--- src/rtl/capture_pkg.sv ---
// capture_pkg: shared state encoding, header magic and default depth for adc_capture_ctrl
package capture_pkg;
  typedef enum logic [2:0] {S_IDLE, S_HEADER, S_ARMED, S_CAPTURE, S_DONE} state_t;
  localparam logic [15:0] HDR_MAGIC = 16'hAA55;
  localparam int DEPTH_DEF = 64;
endpackage

--- src/rtl/trigger_detect.sv ---
// trigger_detect: slope crossing detector holding the previous valid sample
// Ports: clk, rst_n (async, active-low); clr drops history so the next valid sample cannot trigger;
//        sample/sample_valid ADC input; level/rising select threshold and slope; hit = crossing on this sample.
module trigger_detect #(
  parameter int SAMPLE_W = 16
) (
  input  logic                clk,
  input  logic                rst_n,
  input  logic                clr,
  input  logic [SAMPLE_W-1:0] sample,
  input  logic                sample_valid,
  input  logic [SAMPLE_W-1:0] level,
  input  logic                rising,
  output logic                hit
);
  logic [SAMPLE_W-1:0] prev_q, prev_d;
  logic                have_q, have_d;
  always_comb begin
    prev_d = clr ? '0 : sample_valid ? sample : prev_q;
    have_d = clr ? 1'b0 : sample_valid ? 1'b1 : have_q;
    hit    = sample_valid && have_q && (rising ? (prev_q < level && level <= sample)
                                               : (prev_q >= level && level > sample));
  end
  always_ff @(posedge clk or negedge rst_n) begin
    if (!rst_n) begin
      prev_q <= '0;
      have_q <= 1'b0;
    end else begin
      prev_q <= prev_d;
      have_q <= have_d;
    end
  end
endmodule

--- src/rtl/adc_capture_ctrl.sv ---
// adc_capture_ctrl: triggered, decimated ADC capture feeding a memory write port
// Ports: clk, rst_n (async, active-low); arm/force_trig control pulses; sample/sample_valid ADC stream;
//        trig_level/trig_rising trigger setup; decim keeps one of every decim+1 samples;
//        q/write_enable_flag/write_reset_flag memory write port; busy/triggered/done status.
// Build option: CAPTURE_HEADER_EN prepends a two-word header (magic, {decim, DEPTH[7:0]}) to each capture.
module adc_capture_ctrl
  import capture_pkg::*;
#(
  parameter int DEPTH    = DEPTH_DEF,
  parameter int SAMPLE_W = 16
) (
  input  logic                clk,
  input  logic                rst_n,
  input  logic                arm,
  input  logic                force_trig,
  input  logic [SAMPLE_W-1:0] sample,
  input  logic                sample_valid,
  input  logic [SAMPLE_W-1:0] trig_level,
  input  logic                trig_rising,
  input  logic [7:0]          decim,
  output logic [SAMPLE_W-1:0] q,
  output logic                write_enable_flag,
  output logic                write_reset_flag,
  output logic                busy,
  output logic                triggered,
  output logic                done
);
  state_t              state_q, state_d;
  logic [8:0]          cnt_q, cnt_d;
  logic [7:0]          dcnt_q, dcnt_d, decim_q, decim_d;
  logic                force_q, force_d, trig_q, trig_d, we_q, we_d, wrf_q, wrf_d;
  logic [SAMPLE_W-1:0] q_q, q_d;
  logic                hit, last;
  trigger_detect #(.SAMPLE_W(SAMPLE_W)) u_trig (
    .clk(clk), .rst_n(rst_n), .clr(arm), .sample(sample), .sample_valid(sample_valid),
    .level(trig_level), .rising(trig_rising), .hit(hit)
  );
  assign last = cnt_q == 9'(DEPTH - 1);
  always_comb begin
    state_d = state_q;
    cnt_d   = cnt_q;
    dcnt_d  = dcnt_q;
    decim_d = decim_q;
    force_d = force_q;
    trig_d  = trig_q;
    q_d     = q_q;
    we_d    = 1'b0;
    wrf_d   = 1'b0;
    if (arm) begin
      wrf_d   = 1'b1;
      cnt_d   = '0;
      trig_d  = 1'b0;
      force_d = 1'b0;
`ifdef CAPTURE_HEADER_EN
      state_d = S_HEADER;
`else
      state_d = S_ARMED;
`endif
    end else begin
      case (state_q)
        S_HEADER: begin
          we_d  = 1'b1;
          cnt_d = cnt_q + 9'd1;
          q_d   = cnt_q[0] ? SAMPLE_W'({decim, 8'(DEPTH)}) : SAMPLE_W'(HDR_MAGIC);
          if (cnt_q[0]) state_d = S_ARMED;
        end
        S_ARMED: begin
          if (force_trig) force_d = 1'b1;
          // a pending force, or one arriving with the sample, makes this sample the trigger
          if (sample_valid && (hit || force_q || force_trig)) begin
            we_d    = 1'b1;
            q_d     = sample;
            cnt_d   = cnt_q + 9'd1;
            trig_d  = 1'b1;
            force_d = 1'b0;
            dcnt_d  = decim;
            decim_d = decim;
            state_d = last ? S_DONE : S_CAPTURE;
          end
        end
        S_CAPTURE: begin
          if (sample_valid) begin
            if (dcnt_q == 8'd0) begin
              we_d    = 1'b1;
              q_d     = sample;
              cnt_d   = cnt_q + 9'd1;
              dcnt_d  = decim_q;
              state_d = last ? S_DONE : S_CAPTURE;
            end else begin
              dcnt_d = dcnt_q - 8'd1;
            end
          end
        end
        default: ;
      endcase
    end
  end
  always_ff @(posedge clk or negedge rst_n) begin
    if (!rst_n) begin
      state_q <= S_IDLE;
      cnt_q   <= '0;
      dcnt_q  <= '0;
      decim_q <= '0;
      force_q <= 1'b0;
      trig_q  <= 1'b0;
      q_q     <= '0;
      we_q    <= 1'b0;
      wrf_q   <= 1'b0;
    end else begin
      state_q <= state_d;
      cnt_q   <= cnt_d;
      dcnt_q  <= dcnt_d;
      decim_q <= decim_d;
      force_q <= force_d;
      trig_q  <= trig_d;
      q_q     <= q_d;
      we_q    <= we_d;
      wrf_q   <= wrf_d;
    end
  end
  assign q                 = q_q;
  assign write_enable_flag = we_q;
  assign write_reset_flag  = wrf_q;
  assign triggered         = trig_q;
  assign busy              = state_q inside {S_HEADER, S_ARMED, S_CAPTURE};
  assign done              = state_q == S_DONE;
endmodule
--- config.mk ---
export PLATFORM = sky130hd
export DESIGN_NAME = adc_capture_ctrl
export DESIGN_NICKNAME = d
export VERILOG_FILES = /design/src/rtl/capture_pkg.sv /design/src/rtl/trigger_detect.sv /design/src/rtl/adc_capture_ctrl.sv
export SDC_FILE = /design/constraint.sdc
export NUM_CORES = 1
export LEC_CHECK = 0
export ABC_CLOCK_PERIOD_IN_PS = 4200
export CORE_MARGIN = 2
export CORE_UTILIZATION = 54
export DETAILED_ROUTE_END_ITERATION = 10
export GPL_TIMING_DRIVEN = 0
export PLACE_DENSITY = 0.79
export SETUP_SLACK_MARGIN = 0.5
export SLEW_MARGIN = 20
export SYNTH_ARGS = -nofsm -noshare
export SYNTH_HDL_FRONTEND = slang
export SYNTH_SLANG_ARGS = --single-unit
export TNS_END_PERCENT = 20
--- constraint.sdc ---
create_clock -name clk -period 4.2 [get_ports clk]
set_clock_uncertainty 0.2 [all_clocks]
set_input_delay 0.63 -clock clk [delete_from_list [all_inputs] [get_ports clk]]
set_output_delay 0.63 -clock clk [all_outputs]
set_load 0.005 [all_outputs]
==> impl_summary.txt <==
----------------------------------------------------
[Power]
  Net switching power ... 0.000837 W
  Power per unit of standard cell area ... 467 nW/µm²
  Combinational share of power ... 0.394
  Overall power consumption ... 0.00247 W
  Static power due to leakage ... 2.51 nW
  Share of power burned in the clock network ... 0.220
  Reg power frac ... 0.386
  IR Drop Worst-Case VDD ... 0.000206 V
  Cell internal pwr ... 0.00164 W
  Proportion of total power due to net switching ... 0.338

[Clock tree]
  Clock root buffer master ... sky130_fd_sc_hd__clkbuf_8
  Clock network latency to the later pin of the worst-skew pair ... 0.34 ns
  CTS clock-pin slew for the worst setup and hold paths ... 0.07 ns
  CTS tree ... yes
  Largest buffer count on any clock path ... 2
  Count of H-tree levels built during CTS ... 3
  Num CTS Buffers ... 9
  CTS Sinks ... 65

[Global routing]
  First-pass GRT wire length ... 16900 µm
  Via count of the first global-routing pass ... 3529
  Maximum number of pins on one net before global-route repair ... 49
  Gr usage total ... 0.254
  Antenna violations before repair ... 0
  Total gr overflow ... 0

[Route]
  Routed Antenna Nets ... 0
  Per-cell routed wire length ... 16.5 µm
  Detailed router's first-iteration violation count ... 218
  Total via count in the routed design ... 3610
  DRC violations left ... 0
  Detailed-routing iteration count for the pre-antenna-repair pass ... 4
  Total wirelength of the detailed-routed design ... 10400 µm
  Ratio of routed vias to standard cells ... 5.76

[Final layout]
  Number of inserted filler cells in the final layout ... 535
  Non-Filler Cell Area, Final ... 5300 µm²
  Combined area of the multi-input logic cells ... 2350 µm²
  Number of cells in the finished layout apart from fillers ... 627
  End-of-flow core utilization ... 0.723
  Area taken by flip-flops and latches ... 1630 µm²
  Net count reported at finish ... 605
  Area overhead of the layout relative to synthesis ... 28.9%
  Fraction of layout cells with a size suffix above 1 ... 0.136
  Inserted Diodes ... 0

[Placement]
  Placement-stage cell area ... 4910 µm²
  Final weighted congestion in routability-driven placement ... 0.909
  Port Buffer Count ... 65
  Number of cells after detailed placement ... 604
  Final HPWL from detailed placement ... 7580 µm

[Setup path]
  Crit Path Max Fanout ... 10
  Critical Path End Type ... register
  Category of the worst setup path launch point ... input port
  Type of the worst setup path ... input port to register
  End of the worst register-to-register path ... decim_q[3]
  Reg2reg path depth ... 11
  Arrival time at the worst endpoint ... 3.79 ns
  Required time of the critical path ... 4.23 ns
  Flop2flop setup slack ... 0.91 ns
  Reg2reg start ... u_trig.prev_q[1]

[Floorplan]
  Chip Width ... 91.2 µm
  Num ports ... 67
  Number of standard-cell rows in the floorplan ... 31
  Initial core utilization ... 0.561
  CORE AREA ... 7330 µm²
  Area enclosed by the die boundary ... 8330 µm²
  Die span in y ... 91.2 µm

[Timing]
  Worst Max-Slew Pin Slew ... 0.753 ns
  Relative slew margins ... 0.498
  Final number of hold-violating endpoints ... 0
  Highest attainable clock frequency ... 266 MHz
  Final count of negative-setup-slack endpoints ... 0
  Final critical-path share of the clock period ... 0.894
  Unrepaired setup endpoints after global routing ... true
  Time the final worst path needs with I/O delays and setup ... 3.76 ns
  Number of max-slew violations in the final report ... 0

[Synthesis]
  Largest cells by area after synthesis ... sky130_fd_sc_hd__dfrtp_1 40%, sky130_fd_sc_hd__ha_1 11%, sky130_fd_sc_hd__a21oi_1 5.0%
  Most numerous cell in the Yosys netlist ... sky130_fd_sc_hd__dfrtp_1
  Share of flip-flops with an asynchronous set or reset ... 1.00
  Synth unique cells ... 56
  Mean area per synthesized cell ... 9.36 µm²
  Library cell occupying the most area in the post-synthesis netlist ... sky130_fd_sc_hd__dfrtp_1
  Post-Syn Instances ... 439
  Number of flops mapped to enable cells by yosys ... 0
  Syn_nets ... 520
  FF+latch count, synth ... 65
  Post-synth design cell area ... 4110 µm²
  Area share of the leading cell type in the synthesized netlist ... 0.396
  Sequential-to-total area share from yosys stat ... 0.396
  Top FF cell, synth ... sky130_fd_sc_hd__dfrtp_1
  Yosys synthesis warning count ... 0
  Post-synth top cells ... 65 x sky130_fd_sc_hd__dfrtp_1, 49 x sky130_fd_sc_hd__nor2_1, 42 x sky130_fd_sc_hd__inv_1, 41 x sky130_fd_sc_hd__a21oi_1, 35 x sky130_fd_sc_hd__ha_1

[Worst hold path]
  Critical hold path startpoint ... decim_q[0]
  Hold depth ... 1
  Hold endpoint ... decim_q[0]
  Class of the worst hold path ... register to register

[Status]
  Outcome ... complete, no violations

[Flow run]
  Max-cap violation count ... 0

----------------------------------------------------
worst max path at each step:
stage	end	slack, ns	start	cells past startpoint
CTS	decim_q[3]	0.46	trig_level[1]	13
global route	decim_q[2]	0.37	sample[10]	13
finish	decim_q[3]	0.44	sample[10]	13
detailed placement	cnt_q[4]	-0.11	sample[15]	11
floorplan	q[11]	0.76	trig_level[1]	12
global placement	q[14]	-0.05	sample[7]	13
placed cells by master (no fill, tap or decap), types with 5 or more instances in the layout:
| master | n |
|---|---|
| sky130_fd_sc_hd__mux2_4 | 7 |
| sky130_fd_sc_hd__mux2_2 | 14 |
| sky130_fd_sc_hd__dlymetal6s2s_1 | 5 |
| sky130_fd_sc_hd__ha_4 | 6 |
| sky130_fd_sc_hd__buf_4 | 8 |
| sky130_fd_sc_hd__clkdlybuf4s50_1 | 57 |
| sky130_fd_sc_hd__nor2_1 | 49 |
| sky130_fd_sc_hd__nor3b_1 | 5 |
| sky130_fd_sc_hd__a21oi_1 | 40 |
| sky130_fd_sc_hd__mux2i_1 | 19 |
| sky130_fd_sc_hd__dfrtp_1 | 65 |
| sky130_fd_sc_hd__inv_2 | 7 |
| sky130_fd_sc_hd__o21ai_0 | 17 |
| sky130_fd_sc_hd__ha_1 | 29 |
| sky130_fd_sc_hd__nand4_1 | 9 |
| sky130_fd_sc_hd__clkbuf_1 | 13 |
| sky130_fd_sc_hd__clkbuf_8 | 11 |
| sky130_fd_sc_hd__nor2b_1 | 9 |
| sky130_fd_sc_hd__nand2_1 | 28 |
| sky130_fd_sc_hd__inv_1 | 36 |
| sky130_fd_sc_hd__nand3_1 | 12 |
flip-flops by register name (all words and copies together) (netlist names):
name               flops
triggered              1
decim_q                8
q                     16
u_trig.have_q          1
state_q                3
u_trig.prev_q         16
force_q                1
dcnt_q                 8
cnt_q                  9
write_reset_flag       1
write_enable_flag      1
worst max-delay path: stages:
cell	delay [ns]
sky130_fd_sc_hd__clkdlybuf4s50_1	0.51
sky130_fd_sc_hd__inv_2	0.07
sky130_fd_sc_hd__ha_4	0.25
sky130_fd_sc_hd__nand4_1	0.14
sky130_fd_sc_hd__nor2_1	0.06
sky130_fd_sc_hd__a221o_1	0.37
sky130_fd_sc_hd__o31a_1	0.37
sky130_fd_sc_hd__or3_4	0.42
sky130_fd_sc_hd__a31o_1	0.23
sky130_fd_sc_hd__buf_6	0.14
sky130_fd_sc_hd__nand2b_4	0.14
sky130_fd_sc_hd__buf_8	0.15
sky130_fd_sc_hd__mux2_4	0.30
layer usage:
metal	up-vias	wire (µm)	GRT usage
met5	-	0	0
met4	0	199	0.0884
met3	19	506	0.0357
met2	107	5150	0.429
met1	1760	4500	0.334
li1	1724	-	-
final cells by class:
| type | instances | share of cell area |
|---|---|---|
| plain buffers | 17 | 0.0177 |
| inverters | 43 | 0.0305 |
| repair buffers | 74 | 0.141 |
| clock buffers | 12 | 0.0293 |
| multi-input cells | 314 | 0.443 |
| well taps | 99 | 0.0234 |
| flip-flops and latches | 65 | 0.307 |
| clock inverters | 3 | 0.00756 |
power groups by stage:
stage	clock (W)	combinational, W	sequential, W
after detailed placement	0	0.000930	0.000961
after floorplan	0	0.000577	0.000930
final	0.000545	0.000975	0.000954
after global routing	0.000577	0.00108	0.000974
after CTS	0.000551	0.000946	0.000949
after global placement	0	0.000900	0.000952
repair_timing:
item,CTS,global route
gates resized for setup,7,25
hold endpoints to repair,17,0
hold buffers,1,0
setup endpoints to repair,24,24
buffers inserted,1,6
pin swaps,0,11
gates cloned,0,0
metrics by stage:
| stage | hold slack [ns] | setup WS, ns | setup TNS, ns |
|---|---|---|---|
| 4_1_cts | 0.298 | 0.465 | 0 |
| 6_report | 0.295 | 0.444 | 0 |
| 2_1_floorplan | 0.134 | 0.763 | 0 |
| 3_5_place_dp | 0.281 | -0.106 | -0.407 |
| 3_3_place_gp | 0.277 | -0.0503 | -0.193 |
| 5_1_grt | 0.307 | 0.368 | 0 |
kinds of logic after synthesis:
family / count (synthesis) / share of synthesized area
flip-flops: 65 / 0.396
multiplexers: 40 / 0.110
adder cells (fa/ha/maj): 35 / 0.107
AO/OA/AOI/OAI: 95 / 0.148
AND/OR/NAND/NOR: 139 / 0.169
buffers and inverters: 60 / 0.0603
XOR/XNOR: 5 / 0.0107
No activity file was read; power rests on OpenSTA's default activity.
